==> config.mk <==
export PLATFORM = sky130hd
export DESIGN_NAME = muntjac_fpu_round_pack
export DESIGN_NICKNAME = d
export VERILOG_FILES = /design/src/rtl/muntjac_fpu_round_pack.sv
export SDC_FILE = /design/constraint.sdc
export NUM_CORES = 1
export LEC_CHECK = 0
export CORE_ASPECT_RATIO = 0.7
export CORE_MARGIN = 2
export CORE_UTILIZATION = 48
export CTS_CLUSTER_DIAMETER = 100
export CTS_CLUSTER_SIZE = 40
export DETAILED_ROUTE_END_ITERATION = 8
export PLACE_DENSITY = 0.92
export SKIP_CTS_REPAIR_TIMING = 1
export SLEW_MARGIN = 20
export SYNTH_ARGS = -nofsm -noshare
export SYNTH_HDL_FRONTEND = slang
export SYNTH_SLANG_ARGS = --single-unit
==> constraint.sdc <==
create_clock -name clk_i -period 2.74 [get_ports clk_i]
set_input_delay 0.685 -clock clk_i [delete_from_list [all_inputs] [get_ports clk_i]]
set_output_delay 0.685 -clock clk_i [all_outputs]
set_load 0.005 [all_outputs]
==> src/rtl/muntjac_fpu_round_pack.sv <==
// Round-and-pack stage for the Muntjac FPU: rounds a sticky-shifted significand and packs an
// IEEE result with exception flags. Define MUNTJAC_FPU_ROUND_PACK_STAGE2_EN for a 2-stage pipe.
module muntjac_fpu_round_pack #(
  parameter int unsigned ExpWidth = 8,
  parameter int unsigned SigWidth = 24
) (
  input  logic                         clk_i,
  input  logic                         rst_ni,
  input  logic                         flush_i,
  input  logic                         in_valid_i,
  output logic                         in_ready_o,
  input  logic [2:0]                   rm_i,
  input  logic                         sign_i,
  input  logic [ExpWidth:0]            exp_i,
  input  logic [SigWidth+1:0]          sig_i,
  output logic                         out_valid_o,
  input  logic                         out_ready_i,
  output logic [ExpWidth+SigWidth-1:0] result_o,
  output logic [4:0]                   fflags_o
);

  localparam logic [ExpWidth+1:0] ExpMax = {2'b00, {ExpWidth{1'b1}}};

  // Round-up decision and increment
  logic              lsb, rnd, stk, round_up;
  logic [SigWidth:0] s1_sig_d;

  always_comb begin
    lsb = sig_i[2];
    rnd = sig_i[1];
    stk = sig_i[0];
    case (rm_i)
      3'd1:    round_up = 1'b0;
      3'd2:    round_up = sign_i & (rnd | stk);
      3'd3:    round_up = ~sign_i & (rnd | stk);
      3'd4:    round_up = rnd;
      default: round_up = rnd & (stk | lsb);
    endcase
    s1_sig_d = {1'b0, sig_i[SigWidth+1:2]} + {{SigWidth{1'b0}}, round_up};
  end

  // Pack inputs: stage-1 registers when pipelined, the live rounding result when merged
  logic                         pk_sign;
  logic [ExpWidth:0]            pk_exp;
  logic [SigWidth:0]            pk_sig;
  logic                         pk_inexact;
  logic [2:0]                   pk_rm;
  logic [ExpWidth+SigWidth-1:0] pk_result;
  logic [4:0]                   pk_fflags;

  logic                  carry, hidden, of, uf, nx, to_inf;
  logic [ExpWidth+1:0]   exp_adj;
  logic [ExpWidth-1:0]   exp_field;
  logic [SigWidth-2:0]   frac;

  always_comb begin
    carry     = pk_sig[SigWidth];
    hidden    = pk_sig[SigWidth] | pk_sig[SigWidth-1];
    exp_adj   = {1'b0, pk_exp} + {{(ExpWidth+1){1'b0}}, carry};
    of        = (exp_adj >= ExpMax);
    exp_field = hidden ? exp_adj[ExpWidth-1:0] : '0;
    frac      = carry ? '0 : pk_sig[SigWidth-2:0];
    case (pk_rm)
      3'd1:    to_inf = 1'b0;
      3'd2:    to_inf = pk_sign;
      3'd3:    to_inf = ~pk_sign;
      default: to_inf = 1'b1;
    endcase
    if (of) begin
      if (to_inf) begin
        exp_field = '1;
        frac      = '0;
      end else begin
        exp_field = {{(ExpWidth-1){1'b1}}, 1'b0};
        frac      = '1;
      end
    end
    // Tininess is detected after rounding
    uf        = (exp_field == '0) & pk_inexact;
    nx        = pk_inexact | of;
    pk_result = {pk_sign, exp_field, frac};
    pk_fflags = {2'b00, of, uf, nx};
  end

  logic                         out_valid_q;
  logic [ExpWidth+SigWidth-1:0] result_q;
  logic [4:0]                   fflags_q;

`ifdef MUNTJAC_FPU_ROUND_PACK_STAGE2_EN
  logic                s1_valid_q, s1_sign_q, s1_inexact_q;
  logic [ExpWidth:0]   s1_exp_q;
  logic [SigWidth:0]   s1_sig_q;
  logic [2:0]          s1_rm_q;
  logic                s2_ready, s1_adv;

  assign s2_ready   = ~out_valid_q | out_ready_i;
  assign s1_adv     = s1_valid_q & s2_ready;
  assign in_ready_o = ~s1_valid_q | s1_adv;

  assign pk_sign    = s1_sign_q;
  assign pk_exp     = s1_exp_q;
  assign pk_sig     = s1_sig_q;
  assign pk_inexact = s1_inexact_q;
  assign pk_rm      = s1_rm_q;

  always_ff @(posedge clk_i or negedge rst_ni) begin
    if (!rst_ni) begin
      s1_valid_q   <= 1'b0;
      s1_sign_q    <= 1'b0;
      s1_exp_q     <= '0;
      s1_sig_q     <= '0;
      s1_inexact_q <= 1'b0;
      s1_rm_q      <= '0;
      out_valid_q  <= 1'b0;
      result_q     <= '0;
      fflags_q     <= '0;
    end else if (flush_i) begin
      s1_valid_q  <= 1'b0;
      out_valid_q <= 1'b0;
    end else begin
      if (in_ready_o) s1_valid_q <= in_valid_i;
      if (in_valid_i && in_ready_o) begin
        s1_sign_q    <= sign_i;
        s1_exp_q     <= exp_i;
        s1_sig_q     <= s1_sig_d;
        s1_inexact_q <= sig_i[1] | sig_i[0];
        s1_rm_q      <= rm_i;
      end
      if (s2_ready) out_valid_q <= s1_valid_q;
      if (s1_adv) begin
        result_q <= pk_result;
        fflags_q <= pk_fflags;
      end
    end
  end
`else
  assign in_ready_o = ~out_valid_q | out_ready_i;

  assign pk_sign    = sign_i;
  assign pk_exp     = exp_i;
  assign pk_sig     = s1_sig_d;
  assign pk_inexact = sig_i[1] | sig_i[0];
  assign pk_rm      = rm_i;

  always_ff @(posedge clk_i or negedge rst_ni) begin
    if (!rst_ni) begin
      out_valid_q <= 1'b0;
      result_q    <= '0;
      fflags_q    <= '0;
    end else if (flush_i) begin
      out_valid_q <= 1'b0;
    end else begin
      if (in_ready_o) out_valid_q <= in_valid_i;
      if (in_valid_i && in_ready_o) begin
        result_q <= pk_result;
        fflags_q <= pk_fflags;
      end
    end
  end
`endif

  assign out_valid_o = out_valid_q;
  assign result_o    = result_q;
  assign fflags_o    = fflags_q;

endmodule

==> results by group <==
Route
  – Max Used Layer: met4
  – Via count: 2978
  – Routed met3 length: 1256 um
  – Antenna viol nets, final: 0
  – Via density: 6.603
  – # DRC: 0
  – Drt pass-1 iters: 6
  – Starting DRT DRC Count: 548
  – Final WL: 10590 um
  – Wire per inst: 23.47 um
  – Met2 WL: 4806 um
  – Metal-1 WL: 3879 um

Floorplan
  – Initial Util: 51.43%
  – Die Wd: 86.57 um
  – Die height: 61.80 um
  – # rows: 20
  – Die area: 5350 um2
  – I/O pins: 83
  – Core Box Area: 4454 um2

Critical path
  – CP Capture Type: register
  – Worst EP required: 2.93 ns
  – Worst Reg-to-Reg Cells: 5
  – R2R Path End: result_o[11]
  – Setup CP Type: in2reg
  – CP startpoint: rm_i[2]
  – Crit start category: primary input
  – R2R setup slack: 1.00 ns
  – R2R Path Start: out_valid_o
  – Crit path arrival time: 4.28 ns
  – Max Fanout on Critical Path: 5
  – CP endpoint: result_o[9]

Yosys
  – Seq/Total Area, Yosys: 39.32%
  – Seq cells post-synth: 36
  – Synth cell types: 44
  – Avg Cell Area, Syn: 9.055 um2
  – Post-synth top flop: dfrtp_1
  – Number of enable flip-flop cells after synthesis: 0
  – Yosys warns: 0
  – Ys async rst share: 100.0%
  – Synth Cell Area: 2291 um2
  – Post-Synthesis Cells: 253

Final layout
  – # fillers: 167
  – Area delta synth->final: 76.73%
  – Number of antenna cells inserted: 0
  – Finished Layout Cells: 451
  – Final core utilization: 90.90%
  – # nets final: 443
  – Share of post-route cells with drive strength above 1: 31.82%
  – Final Cell Area: 4049 um2

Status
  – Failing checks: setup timing
  – Status: complete, but fails checks

Clock tree
  – Num CTS Buffers: 5
  – CTS tree: yes
  – Reg clk slew, reported paths: 0.08 ns
  – Clock Tree Buf Depth: 2
  – Clock sinks: 36
  – H-tree depth: 2
  – Root buf cell: clkbuf_8
  – Clk_lat worst skew: 0.30 ns

Worst hold path
  – HP Class: in2async

Timing
  – Hold Fails Final Rpt: 0
  – Finish-stage setup viols: 34
  – Hold slack: 0.4644 ns
  – Setup_tns: -43.09 ns
  – Slew headroom: 45.89%
  – Min Clock Period, post-route: 4.096 ns
  – Fmax: 0.2441 GHz
  – Final setup skew: 0.007535 ns
  – RSZ-0062 raised after global routing: yes
  – Period utilization: 149.5%
  – Setup slack after layout: -1.356 ns
  – Final Max Slew Viols: 0
  – Worst Tran Pin Value: 0.8116 ns

Placement
  – Post-DP HPWL: 5736 um
  – DP Cell Count: 432
  – Placed instance area: 3625 um2
  – Buffers on Ports: 80
  – Gp weighted congestion: 0.8773

Global routing
  – Total track usage: 29.63%
  – Largest net degree at the start of global routing: 37
  – Antenna violations before repair: 0
  – Vias in the first global route: 2539
  – GR Overflow Total: 0
  – First-pass GRT wire length: 11940 um

Flow run
  – Max Cap Violations: 0

Power
  – LEAKAGE: 1.681 nW
  – Power density cells: 430.1 nW/um2
  – Peak supply drop: 307.9 uV
[sequential cells by signal, summed over array words and instances, names as in the netlist]
name,cells
out_valid_o,1
fflags_o,3
result_o,32
[layout by cell type, fill, tap and decap left out, types with 3 or more instances in the layout]
cell type | netlist | layout
nand4_1 | 8 | 8
inv_1 | 5 | 5
o21ai_1 | 1 | 3
and3_1 | 3 | 3
o22a_1 | 30 | 30
nand2_1 | 20 | 18
xnor2_1 | 12 | 11
nand3_4 | 1 | 3
nor2_2 | 0 | 14
ha_4 | 0 | 3
buf_4 | 2 | 57
nor2_4 | 0 | 7
and4_1 | 3 | 3
xor2_1 | 16 | 16
nor2_1 | 40 | 19
clkdlybuf4s50_1 | 0 | 72
dfrtp_1 | 36 | 36
dlymetal6s2s_1 | 0 | 4
buf_6 | 2 | 8
nand3_1 | 19 | 18
clkbuf_8 | 0 | 6
or3_1 | 4 | 3
[layer usage]
layer	track usage, %	vias up
met5	0	-
met4	9.375	0
met3	6.209	85
met2	52.09	288
met1	37.70	1411
li1	-	1194
[stage by stage]
stage / worst slack [ns] / power, mW
6_report: -1.356 / 1.741
5_1_grt: -1.451 / 1.798
4_1_cts: -1.768 / 1.647
3_5_place_dp: -2.017 / 1.241
3_3_place_gp: -1.798 / 1.215
2_1_floorplan: -1.340 / 0.8714
[cell families after synthesis]
logic type / count (synthesis) / share of synthesized area (%)
simple gates: 115 / 25.18
compound gates: 47 / 16.66
flops: 36 / 39.32
xor+xnor: 28 / 10.70
buf+inv: 19 / 4.314
fa+ha+maj: 4 / 2.185
mux: 3 / 1.474
other cells: 1 / 0.1637
[power breakdown]
group / internal [mW] / switching, mW / total (mW)
Sequential: 0.620 / 0.0613 / 0.681
Clock: 0.204 / 0.208 / 0.412
Combinational: 0.382 / 0.266 / 0.649
Total: 1.21 / 0.536 / 1.74
[layout make-up]
cell class | count | area, um2 | area share [%]
clock buffers | 6 | 82.58 | 2.040
inverters | 5 | 18.77 | 0.4635
repair buffers | 147 | 1399 | 34.55
well taps | 55 | 68.82 | 1.700
clock inverters | 2 | 15.01 | 0.3708
flip-flops and latches | 36 | 900.9 | 22.25
multi-input cells | 200 | 1564 | 38.63
[worst max-delay path: stages]
cell and delay [ns]:
dlymetal6s2s_1 0.16, nor2b_1 0.20, o21ai_2 0.09, a21oi_2 0.12
ha_2 0.23, ha_4 0.16, nand2_4 0.05, or4_4 0.55
nor3_4 0.23, ha_4 0.18, ha_4 0.16, nand3_4 0.12
or3_4 0.37, a211o_4 0.38, nand3_4 0.16, clkbuf_16 0.19
nor2_2 0.05, o22a_1 0.17
[worst min path at each step]
stage	start	end	slack (ns)	depth (start not counted)
2_1_floorplan	rst_ni	fflags_o[0]	0.39	0
3_3_place_gp	result_o[31]	result_o[31]	0.47	2
3_5_place_dp	fflags_o[2]	fflags_o[2]	0.50	1
4_1_cts	rst_ni	out_valid_o	0.49	1
5_1_grt	rst_ni	result_o[11]	0.53	1
6_report	rst_ni	result_o[14]	0.46	1
[cells in the mapped netlist (2+ instances only)]
library cell  instances  area (um2)
a21oi_1               3       15.01
a31oi_1               2       12.51
and2_1                2       12.51
and3_1                3       18.77
and4_1                3       26.28
buf_2                 4       20.02
buf_4                 2       15.01
buf_6                 2       22.52
clkbuf_1              5       18.77
dfrtp_1              36       900.9
ha_1                  4       50.05
inv_1                 5       18.77
mux2i_1               2       20.02
nand2_1              20       75.07
nand3_1              19       95.09
nand4_1               8       50.05
nor2_1               40       150.1
nor2b_1               3       18.77
nor3_1                4       20.02
o21ai_0               3       15.01
o22a_1               30       262.8
o31ai_1               2       15.01
or3_1                 4       25.02
xnor2_1              12       105.1
xor2_1               16       140.1
(Power assumes the default switching activity.)
